File: config.mk
export PLATFORM = sky130hd
export DESIGN_NAME = demux_259_sync
export DESIGN_NICKNAME = d
export VERILOG_FILES = /design/src/rtl/demux_259_sync_pkg.sv /design/src/rtl/demux_259_sync_unit.sv /design/src/rtl/demux_259_sync.sv
export SDC_FILE = /design/constraint.sdc
export NUM_CORES = 1
export LEC_CHECK = 0
export ABC_AREA = 1
export BUFFER_PORTS_ARGS = -buffer_cell sky130_fd_sc_hd__buf_4
export CORE_UTILIZATION = 55
export DETAILED_ROUTE_END_ITERATION = 10
export PLACE_DENSITY = 0.87
export SLEW_MARGIN = 20
export SYNTH_ARGS = -nofsm -noshare
export SYNTH_HDL_FRONTEND = slang
export SYNTH_HIERARCHICAL = 1
export SYNTH_SLANG_ARGS = --single-unit
File: constraint.sdc
create_clock -name clk -period 2.3 [get_ports clk]
set_input_delay 0.115 -clock clk [delete_from_list [all_inputs] [get_ports clk]]
set_output_delay 0.115 -clock clk [all_outputs]
set_load 0.02 [all_outputs]
File: src/rtl/demux_259_sync_pkg.sv
// Shared definitions for the synchronous dual 1-to-4 addressable latch:
// default select width and the {nclr, nen} mode encodings.
package demux_259_sync_pkg;

  localparam int SELW_DEFAULT = 2;

  typedef enum logic [1:0] {
    MODE_DEMUX = 2'b00,
    MODE_CLEAR = 2'b01,
    MODE_LATCH = 2'b10,
    MODE_HOLD  = 2'b11
  } mode_e;

  function automatic mode_e decode_mode(input logic nclr, input logic nen);
    return mode_e'({nclr, nen});
  endfunction

endpackage

File: src/rtl/demux_259_sync_unit.sv
// One 259-style addressable latch unit: live contents, fill mask, and an
// optional capture register with a one-cycle completion strobe.
module demux_259_sync_unit
  import demux_259_sync_pkg::*;
#(
  parameter int SELW       = SELW_DEFAULT,
  parameter bit CAPTURE_EN = 1'b1
) (
  input  logic                 clk,
  input  logic                 reset,
  input  logic [SELW-1:0]      sel,
  input  logic                 d,
  input  logic                 nen,
  input  logic                 nclr,
  output logic [(2**SELW)-1:0] q,
  output logic [(2**SELW)-1:0] mask,
  output logic [(2**SELW)-1:0] cap,
  output logic                 done
);

  localparam int N = 2**SELW;

  logic [N-1:0] q_d,    q_q;
  logic [N-1:0] mask_d, mask_q;
  logic [N-1:0] cap_d,  cap_q;
  logic         done_d, done_q;
  mode_e        mode;

  assign mode = decode_mode(nclr, nen);

  always_comb begin
    // NOTE: every variable gets a default first so no path leaves it unassigned,
    // which is what keeps this block free of inferred latches.
    q_d    = q_q;
    mask_d = mask_q;
    cap_d  = cap_q;
    done_d = 1'b0;
    unique case (mode)
      MODE_HOLD: ;
      MODE_LATCH: begin
        q_d[sel]    = d;
        mask_d[sel] = 1'b1;
        // Completion only from latch mode; q keeps its contents, mask restarts.
        if (&mask_d) begin
          cap_d  = CAPTURE_EN ? q_d : '0;
          done_d = CAPTURE_EN;
          mask_d = '0;
        end
      end
      MODE_CLEAR: begin
        q_d    = '0;
        mask_d = '0;
      end
      MODE_DEMUX: begin
        q_d         = '0;
        q_d[sel]    = d;
        mask_d      = '0;
        mask_d[sel] = 1'b1;
      end
    endcase
  end

  always_ff @(posedge clk or posedge reset) begin
    if (reset) begin
      q_q    <= '0;
      mask_q <= '0;
      cap_q  <= '0;
      done_q <= 1'b0;
    end else begin
      // NOTE: non-blocking assignments so every flop samples pre-edge values,
      // independent of statement order.
      q_q    <= q_d;
      mask_q <= mask_d;
      cap_q  <= cap_d;
      done_q <= done_d;
    end
  end

  assign q    = q_q;
  assign mask = mask_q;
  assign cap  = cap_q;
  assign done = done_q;

endmodule

File: src/rtl/demux_259_sync.sv
// Clocked dual 1-to-4 addressable latch / demultiplexer: two independent
// 259-style units sharing sel and nclr, rebuilding nibbles from bit streams.
module demux_259_sync
  import demux_259_sync_pkg::*;
#(
  parameter int SELW       = SELW_DEFAULT,
  parameter bit CAPTURE_EN = 1'b1
) (
  input  logic                 clk,
  input  logic                 reset,
  input  logic [SELW-1:0]      sel,
  input  logic                 d1,
  input  logic                 d2,
  input  logic                 nen1,
  input  logic                 nen2,
  input  logic                 nclr,
  output logic [(2**SELW)-1:0] q1,
  output logic [(2**SELW)-1:0] q2,
  output logic [(2**SELW)-1:0] mask1,
  output logic [(2**SELW)-1:0] mask2,
  output logic [(2**SELW)-1:0] cap1,
  output logic [(2**SELW)-1:0] cap2,
  output logic                 done1,
  output logic                 done2
);

  demux_259_sync_unit #(.SELW(SELW), .CAPTURE_EN(CAPTURE_EN)) u_unit1 (
    .clk   (clk),
    .reset (reset),
    .sel   (sel),
    .d     (d1),
    .nen   (nen1),
    .nclr  (nclr),
    .q     (q1),
    .mask  (mask1),
    .cap   (cap1),
    .done  (done1)
  );

  demux_259_sync_unit #(.SELW(SELW), .CAPTURE_EN(CAPTURE_EN)) u_unit2 (
    .clk   (clk),
    .reset (reset),
    .sel   (sel),
    .d     (d2),
    .nen   (nen2),
    .nclr  (nclr),
    .q     (q2),
    .mask  (mask2),
    .cap   (cap2),
    .done  (done2)
  );

endmodule

==> impl_metrics.py <==
metrics = {
    "outcome": {
        "outcome": "complete, no violations",
    },
    "timing": {
        "skew_ps": 6.21,
        "maxSlewViolCount": 0,
        "period_minus_slack_ps": 1140,
        "fin_crit_sh_pct": 49.5,
        "rsz0062_at_grt": "no",
        "fin_tns_setup_ps": 0,
        "relSlewSlack_pct": 65.2,
        "whs_ps": 42.6,
        "hold_viol": 0,
        "fmax_ghz": 0.879,
        "setup_viol": 0,
        "tightest_slew_ps": 521,
    },
    "global_routing": {
        "gr-usage-met3_pct": 3.22,
        "met2_usage_pct": 41.7,
        "grt_usage_pct": 26.8,
        "grt_max_degree": 16,
        "grt_pass1_wl_um": 5340,
        "overflow": 0,
        "antenna_found_initial": 0,
        "busiest_layer": "met2",
        "grtUsageMet1_pct": 38.5,
        "grt_pass1_vias": 1219,
    },
    "yosys": {
        "synth_area_leaders": "dfrtp_1, nand2_1, inv_1",
        "synth_edf_count": 0,
        "yosysMostFrequentCell": "nand2_1",
        "synth_common_cells": "nand2_1, dfrtp_1, inv_1, nand3_1, o21ai_0",
        "syn_nets": 186,
        "ys_warn_count": 6,
        "synth_top_area_cell": "dfrtp_1",
        "synth_seq_cells": 26,
        "syn_area_um2": 1380,
        "synth_top_area_share_pct": 47.1,
        "synth_cells": 177,
        "async_flop_share_pct": 100,
        "synth_ff_type": "dfrtp_1",
        "syn_area_per_cell_um2": 7.80,
        "ys_seq_area_share_pct": 47.1,
        "synth_cell_types": 22,
    },
    "clock_network": {
        "clkLatencyLatePin_ps": 310,
        "cts_sinks": 26,
        "clockBufferDepth": 2,
        "cts_buffers": 3,
        "htree_levels": 1,
        "clk_pin_slew_worst_paths_ps": 140,
        "cts.root.buffer_cell": "clkbuf_4",
        "cts_tree": "yes",
    },
    "floorplanning": {
        "initial_core_util_pct": 60.1,
        "coreArea_um2": 2300,
        "io_pins": 35,
        "dieArea_um2": 2720,
        "die_w_um": 52.1,
        "rows": 17,
        "die_y_um": 52.1,
    },
    "final_layout": {
        "register_area_um2": 651,
        "utilization_pct": 74.9,
        "drive_gt1_share_pct": 24.8,
        "multi_input_area_um2": 621,
        "num-nets-final": 224,
        "diodes": 0,
        "fillers": 150,
        "syn_to_final_growth_pct": 24.6,
        "final_area_um2": 1720,
    },
    "placed_design": {
        "place_area_um2": 1660,
        "hpwl_um": 2450,
        "portBuffers": 34,
        "gp_congestion": 0.921,
    },
    "routing": {
        "wire_per_inst_um": 13.1,
        "wl_um": 3170,
        "drt_pass1_iterations": 4,
        "drc": 0,
        "num_vias": 1337,
        "antenna_left": 0,
        "via_per_inst": 5.52,
        "first_iter_violations": 70,
    },
    "job": {
        "max_cap_viol_count": 0,
    },
    "power_and_ir_drop": {
        "ir_drop_uv": 417,
        "power.total_mw": 1.08,
        "leakagePower_nw": 0.973,
        "power_density_nw_per_um2": 627,
    },
    "hold_path": {
        "hold_path.class": "primary input to flop",
        "whs_path_depth": 2,
    },
    "worst_setup_path": {
        "end_kind": "flop",
        "cp-start-kind": "flop",
        "critPathRequiredTime_ps": 2510,
        "crit_arrival_ps": 1350,
        "path_class": "flop to flop",
        "cp_max_fo": 9,
        "reg2regPathDepth": 7,
    },
}
-- timing repair --
action	in CTS	in global routing
endpoints found under the hold margin	26	0
resized for setup	0	0
setup buffers	0	0
hold buffers	1	0
-- critical path, stage by stage (launching register included) --
cell and delay, ps:
dfrtp_1 410, inv_1 80, nand2_2 80, nand2_2 90
nor2_8 160, nand2_4 80, nand2_1 90, nand2_1 50
-- cells by family (layout without fill, tap and decap cells) --
| family | after synthesis | in the layout | share of synthesized area [%] |
|---|---|---|---|
| and+or+nand+nor | 90 | 90 | 30.6 |
| AOI/OAI and AO/OA | 33 | 33 | 14.3 |
| buffers and inverters | 28 | 65 | 7.97 |
| DFF | 26 | 26 | 47.1 |
-- cell type report --
class	count	area share (%)
well taps	28	2.03
multi-input cells	123	36.0
inverters	26	5.67
repair buffers	35	15.4
clock inverters	1	1.74
clock buffers	3	1.31
flip-flops and latches	26	37.8
-- through the flow --
step	setup slack, ps	instances
detailed placement	1100	237
finish	1160	242
global placement	1150	237
global route	1060	242
floorplan	1170	177
CTS	1170	242
-- path summary, 6_finish.rpt --
kind	from	endpoint	slack, ps
min in group asynchronous	reset	u_unit1/done	370
worst min-delay path	nen1	u_unit1/q[3]	40
worst max-delay path	u_unit1/mask[1]	u_unit1/cap[3]	1160
worst min register to register	u_unit1/cap[2]	u_unit1/cap[2]	490
max in group asynchronous	reset	u_unit2/q[2]	1590
worst max register to register	u_unit1/mask[1]	u_unit1/cap[3]	1160
-- layout by cell type (no fill, tap or decap) --
cell type and instances:
buf_4 34, o31ai_1 4, a21oi_1 6, o21ai_0 11
o22ai_1 2, dlygate4sd3_1 1, o211ai_1 6, nor2_2 1
inv_1 23, nor2_8 1, nand2_4 2, nor2_4 1
dfrtp_1 26, nand3_1 15, nand2_1 52, nor2_1 8
o21bai_1 2, nand4_1 2, nand2_2 8, clkinv_1 1
o21ai_1 2, inv_2 2, clkbuf_4 3, bufinv_16 1
-- report_power, final --
group / leakage [nW] / total (mW) / internal (mW) / switching [mW]
logic: 0.595 / 0.255 / 0.0925 / 0.162
clock network: 0.0279 / 0.306 / 0.176 / 0.130
registers: 0.351 / 0.519 / 0.493 / 0.0266
-- sequential cells by signal (all words and copies together) (netlist names) --
register / cells
u_unit2/q: 4
u_unit2/cap: 4
u_unit1/q: 4
u_unit1/cap: 4
u_unit1/done: 1
u_unit2/done: 1
u_unit2/mask: 4
u_unit1/mask: 4
-- layer usage --
layer / up-vias / wire (um) / share of wire [%]
met5: - / 0 / 0
met4: 0 / 28 / 0.88
met3: 4 / 200 / 6.3
met2: 66 / 1470 / 46
met1: 622 / 1470 / 46
li1: 645 / - / -
Note: power is estimated with default switching activity, not from simulation.
